$ cat src/rtl/microcode_sequencer.sv
// Next-state sequencer for the microprogrammed control unit.
// Holds the control-store address and decodes the ROM word's next-state fields.
//
// Ports:
//   clk        in   1  rising-edge clock
//   reset      in   1  asynchronous active-high reset
//   enc_state  in   7  dispatch target from the instruction encoder
//   ns         in   3  next-state mode of the current ROM word
//   cr         in   7  literal target of the current ROM word
//   inv        in   1  invert the selected condition
//   cond_sel   in   2  00 moc, 01 cond_pass, 10 irq, 11 constant 1
//   moc        in   1  memory operation complete
//   cond_pass  in   1  condition-field evaluation result
//   irq        in   1  interrupt pending (level)
//   state      out  7  current microstore state (registered)
//   waiting    out  1  current word is WAIT_MOC and moc is low
//   fault      out  1  one-cycle pulse on any sequencing fault
//   fault_code out  2  01 timeout, 10 return-empty, 11 call-overflow (sticky)
module microcode_sequencer #(
    parameter logic [6:0]  FETCH_ADDR  = 7'd1,
    parameter logic [6:0]  RESET_ADDR  = 7'd0,
    parameter logic [6:0]  FAULT_ADDR  = 7'd127,
    parameter int unsigned MOC_TIMEOUT = 16
) (
    input  logic       clk,
    input  logic       reset,
    input  logic [6:0] enc_state,
    input  logic [2:0] ns,
    input  logic [6:0] cr,
    input  logic       inv,
    input  logic [1:0] cond_sel,
    input  logic       moc,
    input  logic       cond_pass,
    input  logic       irq,
    output logic [6:0] state,
    output logic       waiting,
    output logic       fault,
    output logic [1:0] fault_code
);

    typedef enum logic [2:0] {
        NS_INC      = 3'b000,
        NS_JUMP     = 3'b001,
        NS_DISPATCH = 3'b010,
        NS_CBRANCH  = 3'b011,
        NS_WAIT_MOC = 3'b100,
        NS_RETURN   = 3'b101,
        NS_CALL     = 3'b110,
        NS_FETCH    = 3'b111
    } ns_mode_e;

    typedef enum logic [1:0] {
        FC_NONE      = 2'b00,
        FC_TIMEOUT   = 2'b01,
        FC_RET_EMPTY = 2'b10,
        FC_CALL_OVF  = 2'b11
    } fault_code_e;

    // Last count value before the watchdog fires.
    localparam logic [7:0] WAIT_LIMIT = 8'(MOC_TIMEOUT - 1);

    ns_mode_e   mode;
    logic [6:0] inc;
    logic       cond_raw;
    logic       cond;

    logic [6:0] ret_reg;
    logic       ret_valid;
    logic [7:0] wait_cnt;

    logic [6:0] state_next;
    logic [6:0] ret_next;
    logic       ret_valid_next;
    logic [7:0] wait_next;
    logic       fault_next;
    logic [1:0] code_next;

    assign mode    = ns_mode_e'(ns);
    // 7-bit add wraps 127 -> 0 on its own.
    assign inc     = state + 7'd1;
    assign waiting = (mode == NS_WAIT_MOC) & ~moc;

    always_comb begin
        cond_raw = 1'b1;
        unique case (cond_sel)
            2'b00: cond_raw = moc;
            2'b01: cond_raw = cond_pass;
            2'b10: cond_raw = irq;
            2'b11: cond_raw = 1'b1;
        endcase
        cond = cond_raw ^ inv;
    end

    always_ff @(posedge clk or posedge reset) begin
        if (reset) begin
            state      <= RESET_ADDR;
            ret_reg    <= '0;
            ret_valid  <= 1'b0;
            wait_cnt   <= '0;
            fault      <= 1'b0;
            fault_code <= FC_NONE;
        end else begin
            state      <= state_next;
            ret_reg    <= ret_next;
            ret_valid  <= ret_valid_next;
            wait_cnt   <= wait_next;
            fault      <= fault_next;
            fault_code <= code_next;
        end
    end

    always_comb begin
        state_next     = inc;
        ret_next       = ret_reg;
        ret_valid_next = ret_valid;
        // Counter only survives consecutive WAIT_MOC cycles.
        wait_next      = '0;
        fault_next     = 1'b0;
        code_next      = fault_code;

        unique case (mode)
            NS_INC: begin
                state_next = inc;
            end
            NS_JUMP: begin
                state_next = cr;
            end
            NS_DISPATCH: begin
                state_next = enc_state;
            end
            NS_CBRANCH: begin
                state_next = cond ? cr : inc;
            end
            NS_WAIT_MOC: begin
                // moc on the last allowed cycle still wins.
                if (moc) begin
                    state_next = inc;
                end else if (wait_cnt < WAIT_LIMIT) begin
                    state_next = state;
                    wait_next  = wait_cnt + 8'd1;
                end else begin
                    state_next = FAULT_ADDR;
                    fault_next = 1'b1;
                    code_next  = FC_TIMEOUT;
                end
            end
            NS_RETURN: begin
                if (ret_valid) begin
                    state_next     = ret_reg;
                    ret_valid_next = 1'b0;
                end else begin
                    state_next = FETCH_ADDR;
                    fault_next = 1'b1;
                    code_next  = FC_RET_EMPTY;
                end
            end
            NS_CALL: begin
                state_next = cr;
                // Single-entry stack: an overflow keeps the older link.
                if (ret_valid) begin
                    fault_next = 1'b1;
                    code_next  = FC_CALL_OVF;
                end else begin
                    ret_next       = inc;
                    ret_valid_next = 1'b1;
                end
            end
            NS_FETCH: begin
                state_next = irq ? cr : FETCH_ADDR;
            end
        endcase
    end

endmodule

$ cat config.mk
export PLATFORM = sky130hd
export DESIGN_NAME = microcode_sequencer
export DESIGN_NICKNAME = d
export VERILOG_FILES = /design/src/rtl/microcode_sequencer.sv
export SDC_FILE = /design/constraint.sdc
export NUM_CORES = 1
export LEC_CHECK = 0
export CAP_MARGIN = 0
export CORE_MARGIN = 10
export CORE_UTILIZATION = 53
export CTS_BUF_LIST = sky130_fd_sc_hd__clkbuf_16
export CTS_CLUSTER_SIZE = 16
export DETAILED_ROUTE_END_ITERATION = 12
export PLACE_DENSITY = 0.8
export RECOVER_POWER = 100
export SLEW_MARGIN = 20
export SYNTH_ARGS = -nofsm -noshare
export SYNTH_HDL_FRONTEND = slang
export SYNTH_SLANG_ARGS = --single-unit
$ cat constraint.sdc
create_clock -name clk -period 5.1 [get_ports clk]
set_input_delay 0.765 -clock clk [delete_from_list [all_inputs] [get_ports clk]]
set_output_delay 0.765 -clock clk [all_outputs]
set_load 0.03 [all_outputs]
; ---- Yosys cells after proc, flatten, opt, wreduce, memory -nomap -nowiden
; Cells that the tools add are included.
[totals]
output_inout_bits = 11
regBits = 26
wordCells = 56
input_bits = 25
[classes]
n_bitwise = 4
mux = 21
n_addsub = 2
eq_ne = 15
n_reduce_logical = 7
order_cmp = 1
[op_table]
columns = op, count
row1 = $pmux 7 s7, 1
row2 = $mux 7, 5
row3 = $mux 8, 3
row4 = $eq 3x3->1 const B, 4
row5 = $add 8x1->8 const B, 1
row6 = $lt 8x4->1 const B, 1
row7 = $mux 2, 4
row8 = $ne 2x2->1 const B, 4
row9 = $add 7x1->7 const B, 1
row10 = $eq 3x2->1 const B, 2
row11 = $pmux 2 s3, 1
row12 = $reduce_and 5->1, 1
row13 = $eq 2x2->1 const B, 2
row14 = $mux 1, 4
row15 = $pmux 1 s4, 1
row16 = $eq 3x1->1 const B, 1
row17 = $logic_not 3->1, 1
row18 = $ne 3x3->1 const B, 1
row19 = $pmux 1 s3, 1
row20 = $reduce_bool 3->1, 1
row21 = $eq 2x1->1 const B, 1
row22 = $logic_not 2->1, 1
row23 = $not 1->1, 2
row24 = $pmux 1 s2, 1
row25 = 5 further kinds, 5

; ---- Depth between registers and ports, before layout
; Gate-level depths: netlist (run 1).
[depth]
ltp_word = 5
depth_mapped = 7

; ---- Least setup slack after synthesis (run 1)
; OpenSTA, ideal clock, no wires.
[synth_path]
path_kind = in2out
from = input port ns[0]
to = output port waiting
setup_slack_ps = 2809
arrival_ps = 1526
path_buffers = 1
cell_stages = 3
t_required_ps = 4335
cell_sequence = buf_2 or3b_4 nor2_4
[synth_via]
elab_chain_cells = 2
[synth_rtl]
columns = item, line_no
row1 = from (decl), 28  ; input logic [2:0] ns,
row2 = $eq 3x3->1, 81  ; assign waiting = (mode == NS_WAIT_MOC) & ~moc;
row3 = $and 1x1->1, 81
row4 = to (decl), 36  ; output logic waiting,
; No other way between the ends.

; ---- Worst setup path in the final report (run 1)
[layout_path]
from = input port ns[2]
to = output port waiting
; Same word-level chain as after synthesis.

==> flow_summary_export.csv, run 1 <==
group,metric,value,unit
run_status,outcome,"finished, final reports clean",
yosys,ys_warn_count,0,
die,start_util,55.6,%
pwr,total_power,0.000611,W
timing,fmax,264,MHz
global_route,grt_pass1_wl,6.64,mm
clock_network,insertion_delay,0.26,ns
timing,hold_slack,0.469,ns
yosys,yosysMostFrequentCell,"dfrtp_1",
yosys,synth-compound-area-share,21.6,%
finish,largest_reg_flops,8,
yosys,ys_seq_elements,26,
finish,nNetsFinal,227,
clock_network,cts_sinks,26,
die,die_h,73.8,um
timing,slew_headroom,36.9,%
yosys,synthCells,164,
placement,routabilityCongestion,0.922,
finish,area_growth,27.8,%
finish,fillers,218,
finish,fin_cells,230,
setup_path,slowest_stage,"dlygate4sd3_1",
setup_path,critical_path.max_stage_delay,0.84,ns
placement,port_buffers,35,
global_route,grt_use_met3,3.10,%
detailed_routing,drtPass1Iterations,4,
timing,finalHoldViolCount,0,
yosys,synthAdderAreaFrac,1.63,%
detailed_routing,drt_first_iter_violations,147,
setup_path,critPathLaunchType,"primary input",
clock_network,cts_root_buf,"clkbuf_16",
placement,postPlaceCellArea,0.00189,mm2
yosys,synth_edf_count,0,
run,maxCapViolCount,0,
clock_network,post_cts_buffers,0,
yosys,ys_seq_area_share,42.4,%
yosys,synth.distinct_cells,50,
clock_network,cts_max_level,1,
global_route,busiest_layer,"met2",
finish,final_area,0.00196,mm2
yosys,synth_area_leader_cell,"dfrtp_1",
worst_hold_path,hold_path_class,"reg -> reg",
die,die_area,0.00544,mm2
yosys,netlist_top_cells_area,"dfrtp_1, nor2_1, a21oi_1",
clock_network,cts_tree,"done",
timing,worst_pin_slew,0.946,ns
detailed_routing,routed_via_density,6.00,
setup_path,criticalPathCategory,"in -> out",
placement,dpl.hpwl,3.02,mm
global_route,grt_max_degree,27,
detailed_routing,finalWirelength,4.07,mm
timing,min_period_over_period,74.2,%
yosys,synth-xor-area-share,3.43,%
die,pin_count,36,
timing,rsz0062_at_grt,"false",
pwr,leakage,0.802,nW
yosys,muxShareOfSynthArea,5.63,%
pwr,powerDensity,312,mW/mm2
global_route,grt.total_usage,15.4,%
detailed_routing,wl_per_cell,17.7,um
setup_path,crit_path_cell_trace,"dlygate4sd3_1 > or3b_1 > nor2_1 > dlygate4sd3_1",
global_route,met1_usage,18.1,%
detailed_routing,ant_nets,0,
finish,drive_above_1_share,6.03,%
yosys,avgSynthCellArea,9.35,um2
global_route,grtUsageMet2,25.8,%
yosys,synthTopCellsByCount,"dfrtp_1, nor2_1, a21oi_1, nand2_1, o21ai_0",
pwr,peakVddDrop,273,uV
global_route,grt_pass1_vias,1388,
setup_path,path_common_cell,"dlygate4sd3_1",
timing,period_minus_slack,3.78,ns
die,placementRows,19,
clock_network,numCtsBuffers,3,
die,die_x,73.8,um
timing,fin_worst_skew,0.00327,ns
yosys,synthDominantCellAreaShare,42.4,%
timing,setup_viol,0,
yosys,synth_top_family_by_area,"compound AO/OA/AOI/OAI gates",
clock_network,worst_setup_hold_path_clk_slew,0.06,ns
yosys,netlist_area,0.00153,mm2
clock_network,holdBufCountCts,0,
yosys,synthFlopType,"dfrtp_1",
finish,antenna-diode-count,0,
clock_network,clk_path_buf_depth,2,
detailed_routing,drc_errors,0,
yosys,ys_async_sr_fraction,100,%
setup_path,critPathArrivalTime,3.02,ns
detailed_routing,num_vias,1379,
global_route,grt_overflow,0,
global_route,antenna_found_initial,0,
setup_path,crit_fanout,17,
die,core,0.00276,mm2
clock_network,cts_resized,0,
setup_path,worstSetupEndpointType,"primary output",
placement,dp.cells,226,
setup_path,crit_required,4.34,ns
yosys,synthSimpleGateAreaFrac,21.3,%
timing,finalMaxSlewViolations,0,
timing,fin_tns_setup,0,ns
## worst max-delay path: cells and delay by family
family | cells | cell delay, ns
buffers and inverters | 2 | 1.61
AND/OR/NAND/NOR | 2 | 0.64
## cells by family (layout without fill, tap and decap cells)
kind of cell               count (synthesis)  in the layout
DFF                                       26             26
other                                      1              4
and+or+nand+nor                           63             63
AOI/OAI and AO/OA                         47             47
adders and majority gates                  2              2
buffers and inverters                     12             44
muxes                                      7              7
xor gates and xnor gates                   6              6
## power breakdown
group	internal, W	leakage (nW)	switching [W]
Clock	0.000105	0.0385	0.0000688
Combinational	0.0000744	0.448	0.0000937
Sequential	0.000240	0.316	0.0000289
Total	0.000419	0.802	0.000191
## cell type report
type / instances / area (um2) / share of cell area [%]
multi-input combinational: 129 / 821 / 41.9
sequential: 26 / 651 / 33.2
timing repair buffer: 35 / 350 / 17.9
clock buffer: 3 / 75.1 / 3.83
tap: 31 / 38.8 / 1.98
inverter: 5 / 18.8 / 0.958
clock inverter: 1 / 3.75 / 0.192
## final timing paths
kind / from / endpoint / slack [ns] / depth (start not counted)
worst max-delay path: ns[2] / waiting / 1.32 / 4
worst min-delay path: wait_cnt[0] / wait_cnt[0] / 0.47 / 1
worst max register to register: wait_cnt[4] / state[5] / 3.21 / 4
worst min register to register: wait_cnt[0] / wait_cnt[0] / 0.47 / 1
max in group asynchronous: reset / state[3] / 3.37 / 2
min in group asynchronous: reset / wait_cnt[3] / 1.16 / 2
## placed cells by master, fill, tap and decap left out, types with 6 or more instances in the layout
cell	count
o21ai_0	8
nand3_1	6
dfrtp_1	26
clkdlybuf4s50_1	21
nor2_1	22
dlygate4sd3_1	14
a21oi_1	12
nand2_1	12
## per-layer routing
metal  wire [um]  up-vias
li1            -      673
met1        1660      657
met2        2100       40
met3         213        9
met4          93        0
met5           0        -
## metrics by stage
stage / setup slack [ns] / util (%)
4_1_cts: 1.45 / 71.6
5_1_grt: 1.23 / 71.0
3_5_place_dp: 1.45 / 68.7
6_report: 1.32 / 71.0
3_3_place_gp: 1.50 / 68.7
2_1_floorplan: 2.81 / -
(Power assumes the default switching activity.)
==> inputs of run 2 (changes only) <==
Settings changed: CORE_UTILIZATION 53 to 44, PLACE_DENSITY 0.8 to 0.71.
Clock period 5.1 ns to 3.4 ns, I/O delays scaled along.
==> run 2 against run 1 <==
Effect of this change:
- global-route usage shrank 1.1 points
- sequential power grew 49%
- wire length grew 3.6%
- clock power grew 47%
- final cell count grew 7.4%
- cell area grew 1.7%
- total power grew 49%
- worst setup slack lost 1.0 ns
- die area grew 15%
- critical path depth is the same
- critical endpoint unchanged
- largest cell class unchanged
- largest power group unchanged
- highest routed layer unchanged
==> flow_summary_export.csv, run 2 (same netlist as run 1, synthesis figures left out) <==
group,metric,value,unit
finish,fin_cells,247,
placement,dpl.hpwl,3.16,mm
worst_hold_path,hold_path_class,"reg -> reg",
pwr,power.switching,0.000281,W
pwr,peakVddDrop,237,uV
clock_network,cts_tree,"done",
setup_path,critPathLaunchType,"primary input",
finish,area_growth,30.0,%
timing,fin_tns_setup,0,ns
timing,worst_pin_slew,0.894,ns
run,maxCapViolCount,0,
timing,fin_worst_skew,0.00423,ns
finish,largest_reg_flops,8,
global_route,grt_max_degree,27,
setup_path,criticalPathCategory,"in -> out",
finish,antenna-diode-count,0,
clock_network,cts_resized,0,
clock_network,worst_setup_hold_path_clk_slew,0.06,ns
clock_network,clk_path_buf_depth,2,
pwr,swShare,30.8,%
timing,fmax,323,MHz
die,die_x,79.0,um
die,pin_count,36,
timing,setup_viol,0,
detailed_routing,ant_nets,0,
setup_path,cp-startpoint,"ns[0]",
die,core,0.00336,mm2
timing,finalHoldViolCount,0,
clock_network,post_cts_buffers,0,
detailed_routing,finalWirelength,4.21,mm
clock_network,cts_max_level,1,
pwr,intPower,0.000631,W
setup_path,critPathArrivalTime,2.59,ns
global_route,grt_pass1_vias,1437,
finish,final_cell_mix,"dfrtp_1, clkdlybuf4s50_1, nor2_1",
setup_path,crit_required,2.89,ns
detailed_routing,drt_first_iter_violations,184,
placement,routabilityCongestion,0.901,
die,die_h,79.0,um
clock_network,insertion_delay,0.26,ns
clock_network,cts_root_buf,"clkbuf_16",
worst_hold_path,hp-start,"wait_cnt[0]",
timing,min_period_over_period,91.1,%
timing,rsz0062_at_grt,"false",
die,die_area,0.00624,mm2
global_route,antenna_found_initial,0,
global_route,grt_pass1_wl,7.28,mm
detailed_routing,drtPass1Iterations,5,
pwr,powerDensity,458,mW/mm2
detailed_routing,wl_per_cell,17.1,um
pwr,total_power,0.000912,W
die,start_util,45.6,%
global_route,grt_overflow,0,
global_route,grt.total_usage,14.3,%
die,placementRows,21,
run_status,outcome,"finished, final reports clean",
finish,nNetsFinal,229,
detailed_routing,drc_errors,0,
placement,port_buffers,35,
pwr,leakage,0.805,nW
clock_network,numCtsBuffers,3,
setup_path,rrSetupSlack,1.59,ns
finish,fillers,323,
clock_network,holdBufCountCts,0,
finish,drive_above_1_share,6.47,%
clock_network,cts_sinks,26,
timing,finalMaxSlewViolations,0,
placement,dp.cells,243,
timing,slew_headroom,40.0,%
finish,final_common_cell,"dfrtp_1",
pwr,share_comb_of_total_power,28.2,%
detailed_routing,routed_via_density,5.76,
detailed_routing,num_vias,1422,
setup_path,crit_fanout,10,
setup_path,rr_startpoint,"wait_cnt[4]",
pwr,pwr-share-clk,27.9,%
setup_path,worstSetupEndpointType,"primary output",
timing,period_minus_slack,3.10,ns
pwr,power.share.sequential,43.8,%
-- run 2: cell count changes in the layout (fill, tap and decap cells not counted), sizes merged --
cell           before  now
buf                 0    2
clkdlybuf4s50      21   23
dlygate4sd3        14   12
clkinv              1    2
inv                 5    4
-- run 2: worst paths after layout --
| path | to | cells after the start |
|---|---|---|
| max | waiting | 4 |
| min | wait_cnt[0] | 1 |
| max reg2reg | state[2] | 4 |
| min reg2reg | wait_cnt[0] | 1 |
| min in group asynchronous | wait_cnt[2] | 2 |
| max in group asynchronous | fault | 2 |
-- run 2: area by class of cell --
type	instances	area [um2]	share of cell area [%]
repair buffers	37	365	18.3
inverters	5	18.8	0.942
multi-input cells	129	821	41.2
clock inverters	1	3.75	0.188
well taps	46	57.6	2.89
clock buffers	3	75.1	3.77
flip-flops and latches	26	651	32.7
-- run 2: metal layers --
layer  wire length, um  track usage (%)  vias up
met1              1830             17.9      681
met3               263             3.60        9
li1                  -                -      676
met4                70             5.56        0
met5                 0                0        -
met2              2040             23.1       56
-- run 2: metrics by stage --
stage	hold slack (ns)	cell area, um2	setup slack [ns]	util (%)
6_report	0.479	1990	0.304	59.2
5_1_grt	0.514	1990	0.227	59.2
4_1_cts	0.486	2010	0.478	59.7
3_5_place_dp	0.478	1930	0.490	57.3
3_3_place_gp	0.444	1930	0.533	57.3
2_1_floorplan	0.433	1540	1.47	-
-- run 2: power by group through the flow --
stage	sequential, W	combinational [W]	clock (W)
floorplan	0.000435	0.000124	0
global placement	0.000403	0.000258	0
detailed placement	0.000405	0.000263	0
CTS	0.000399	0.000267	0.000258
global route	0.000407	0.000283	0.000276
finish	0.000400	0.000257	0.000255
-- run 2: critical path, stage by stage --
cell             delay (ns)
dlygate4sd3_1          0.66
or3b_1                 0.50
nor2_1                 0.19
clkdlybuf4s50_1        0.72
==> inputs of run 3 (changes only) <==
Settings changed: PLACE_DENSITY 0.71 to 0.75.
==> run 3 against run 2 <==
Effect of this change:
- first-iteration DRC count is 29% lower
- cell area stayed put
- sequential cell count unchanged
- largest cell class unchanged
- largest power group unchanged
==> flow_summary_export.csv, run 3 (same netlist as run 1, synthesis figures left out) <==
group,metric,value,unit
die,start_util,45.6,%
die,core,0.00336,mm2
clock_network,cts_tree,"done",
finish,fillers,317,
worst_hold_path,whs_path_depth,1,
placement,dp.cells,243,
pwr,pwr-share-clk,28.6,%
setup_path,rr_startpoint,"wait_cnt[4]",
pwr,swShare,30.9,%
setup_path,criticalPathCategory,"in -> out",
pwr,intPower,0.000631,W
run_status,outcome,"finished, final reports clean",
global_route,grt_max_degree,27,
finish,area_growth,30.0,%
worst_hold_path,hp-start,"wait_cnt[0]",
setup_path,r2r_end,"state[5]",
finish,nNetsFinal,229,
global_route,grt_use_met3,3.60,%
timing,slew_headroom,35.2,%
clock_network,cts_root_buf,"clkbuf_16",
placement,port_buffers,35,
detailed_routing,drc_errors,0,
clock_network,worst_setup_hold_path_clk_slew,0.06,ns
detailed_routing,num_vias,1384,
timing,setup_viol,0,
timing,fin_tns_setup,0,ns
run,maxCapViolCount,0,
finish,final_cell_mix,"dfrtp_1, nor2_1, clkdlybuf4s50_1",
clock_network,post_cts_buffers,0,
timing,rsz0062_at_grt,"false",
detailed_routing,drtPass1Iterations,4,
finish,largest_reg_flops,8,
global_route,grt.total_usage,12.6,%
worst_hold_path,hold_path_class,"reg -> reg",
finish,antenna-diode-count,0,
setup_path,rrSetupSlack,1.60,ns
clock_network,numCtsBuffers,3,
timing,period_minus_slack,3.07,ns
detailed_routing,ant_nets,0,
die,die_x,79.0,um
detailed_routing,drt_first_iter_violations,130,
timing,fin_worst_skew,0.00362,ns
die,die_h,79.0,um
clock_network,cts_max_level,1,
global_route,met1_usage,16.3,%
global_route,grt_overflow,0,
placement,dpl.hpwl,2.92,mm
detailed_routing,routed_via_density,5.60,
die,pin_count,36,
worst_hold_path,whs_endpoint,"wait_cnt[0]",
pwr,powerDensity,458,mW/mm2
placement,routabilityCongestion,0.891,
global_route,grtUsageMet2,19.4,%
clock_network,cts_sinks,26,
pwr,leakage,0.809,nW
finish,fin_cells,247,
detailed_routing,wl_per_cell,15.8,um
global_route,busiest_layer,"met2",
pwr,power.share.sequential,43.9,%
timing,finalMaxSlewViolations,0,
clock_network,holdBufCountCts,0,
setup_path,crit_fanout,10,
global_route,antenna_found_initial,0,
die,placementRows,21,
timing,fmax,326,MHz
finish,final_common_cell,"dfrtp_1",
setup_path,rr_worst_depth,4,
pwr,peakVddDrop,296,uV
setup_path,worstSetupEndpointType,"primary output",
global_route,grt_pass1_wl,6.41,mm
pwr,power.switching,0.000282,W
timing,worst_pin_slew,0.971,ns
pwr,share_comb_of_total_power,27.5,%
clock_network,clk_path_buf_depth,2,
timing,hold_slack,0.466,ns
setup_path,crit_required,2.89,ns
finish,drive_above_1_share,6.47,%
clock_network,insertion_delay,0.26,ns
detailed_routing,finalWirelength,3.90,mm
global_route,grt_pass1_vias,1327,
setup_path,critPathLaunchType,"primary input",
timing,finalHoldViolCount,0,
setup_path,critPathArrivalTime,2.56,ns
clock_network,cts_resized,0,
die,die_area,0.00624,mm2
timing,min_period_over_period,90.3,%
-- run 3: cell count changes in the layout (fill, tap and decap cells not counted) --
cell,change
clkdlybuf4s50_1,-1
clkinv_1,-1
dlygate4sd3_1,+1
inv_1,+1
-- run 3: worst max-delay path by stage --
stage | depth (start not counted) | startpoint | slack [ns] | endpoint
finish | 4 | ns[0] | 0.33 | waiting
global route | 4 | ns[0] | 0.21 | waiting
CTS | 4 | ns[0] | 0.50 | waiting
detailed placement | 4 | ns[0] | 0.51 | waiting
global placement | 4 | ns[0] | 0.54 | waiting
floorplan | 7 | ns[0] | 1.47 | state[5]
-- run 3: final cells by class --
| type | instances | area (um2) | share of cell area (%) |
|---|---|---|---|
| flip-flops and latches | 26 | 651 | 32.7 |
| clock buffers | 3 | 75.1 | 3.77 |
| clock inverters | 1 | 3.75 | 0.188 |
| well taps | 46 | 57.6 | 2.89 |
| multi-input cells | 129 | 821 | 41.2 |
| inverters | 5 | 18.8 | 0.942 |
| repair buffers | 37 | 365 | 18.3 |
-- run 3: power groups by stage --
stage	logic [W]	clock network (W)	registers, W
final	0.000251	0.000261	0.000401
after global routing	0.000278	0.000275	0.000409
after CTS	0.000262	0.000265	0.000400
after detailed placement	0.000261	0	0.000405
after global placement	0.000256	0	0.000402
after floorplan	0.000124	0	0.000435
-- run 3: layer usage --
| metal | share of wire [%] | routed length (um) |
|---|---|---|
| met1 | 46 | 1780 |
| met2 | 46 | 1800 |
| met3 | 7.1 | 278 |
| met4 | 1.1 | 43 |
| met5 | 0 | 0 |
-- run 3: critical path: stages --
cell             delay [ns]
dlygate4sd3_1          0.65
or3b_1                 0.49
nor2_1                 0.20
clkdlybuf4s50_1        0.71
-- run 3: stage by stage --
| step | total power (W) | instance area [um2] | util (%) | setup WS (ns) |
|---|---|---|---|---|
| after global routing | 0.000961 | 1990 | 59.2 | 0.206 |
| after CTS | 0.000927 | 2010 | 59.7 | 0.504 |
| final | 0.000913 | 1990 | 59.2 | 0.330 |
| after detailed placement | 0.000666 | 1930 | 57.3 | 0.508 |
| after floorplan | 0.000559 | 1540 | - | 1.47 |
| after global placement | 0.000659 | 1930 | 57.3 | 0.539 |
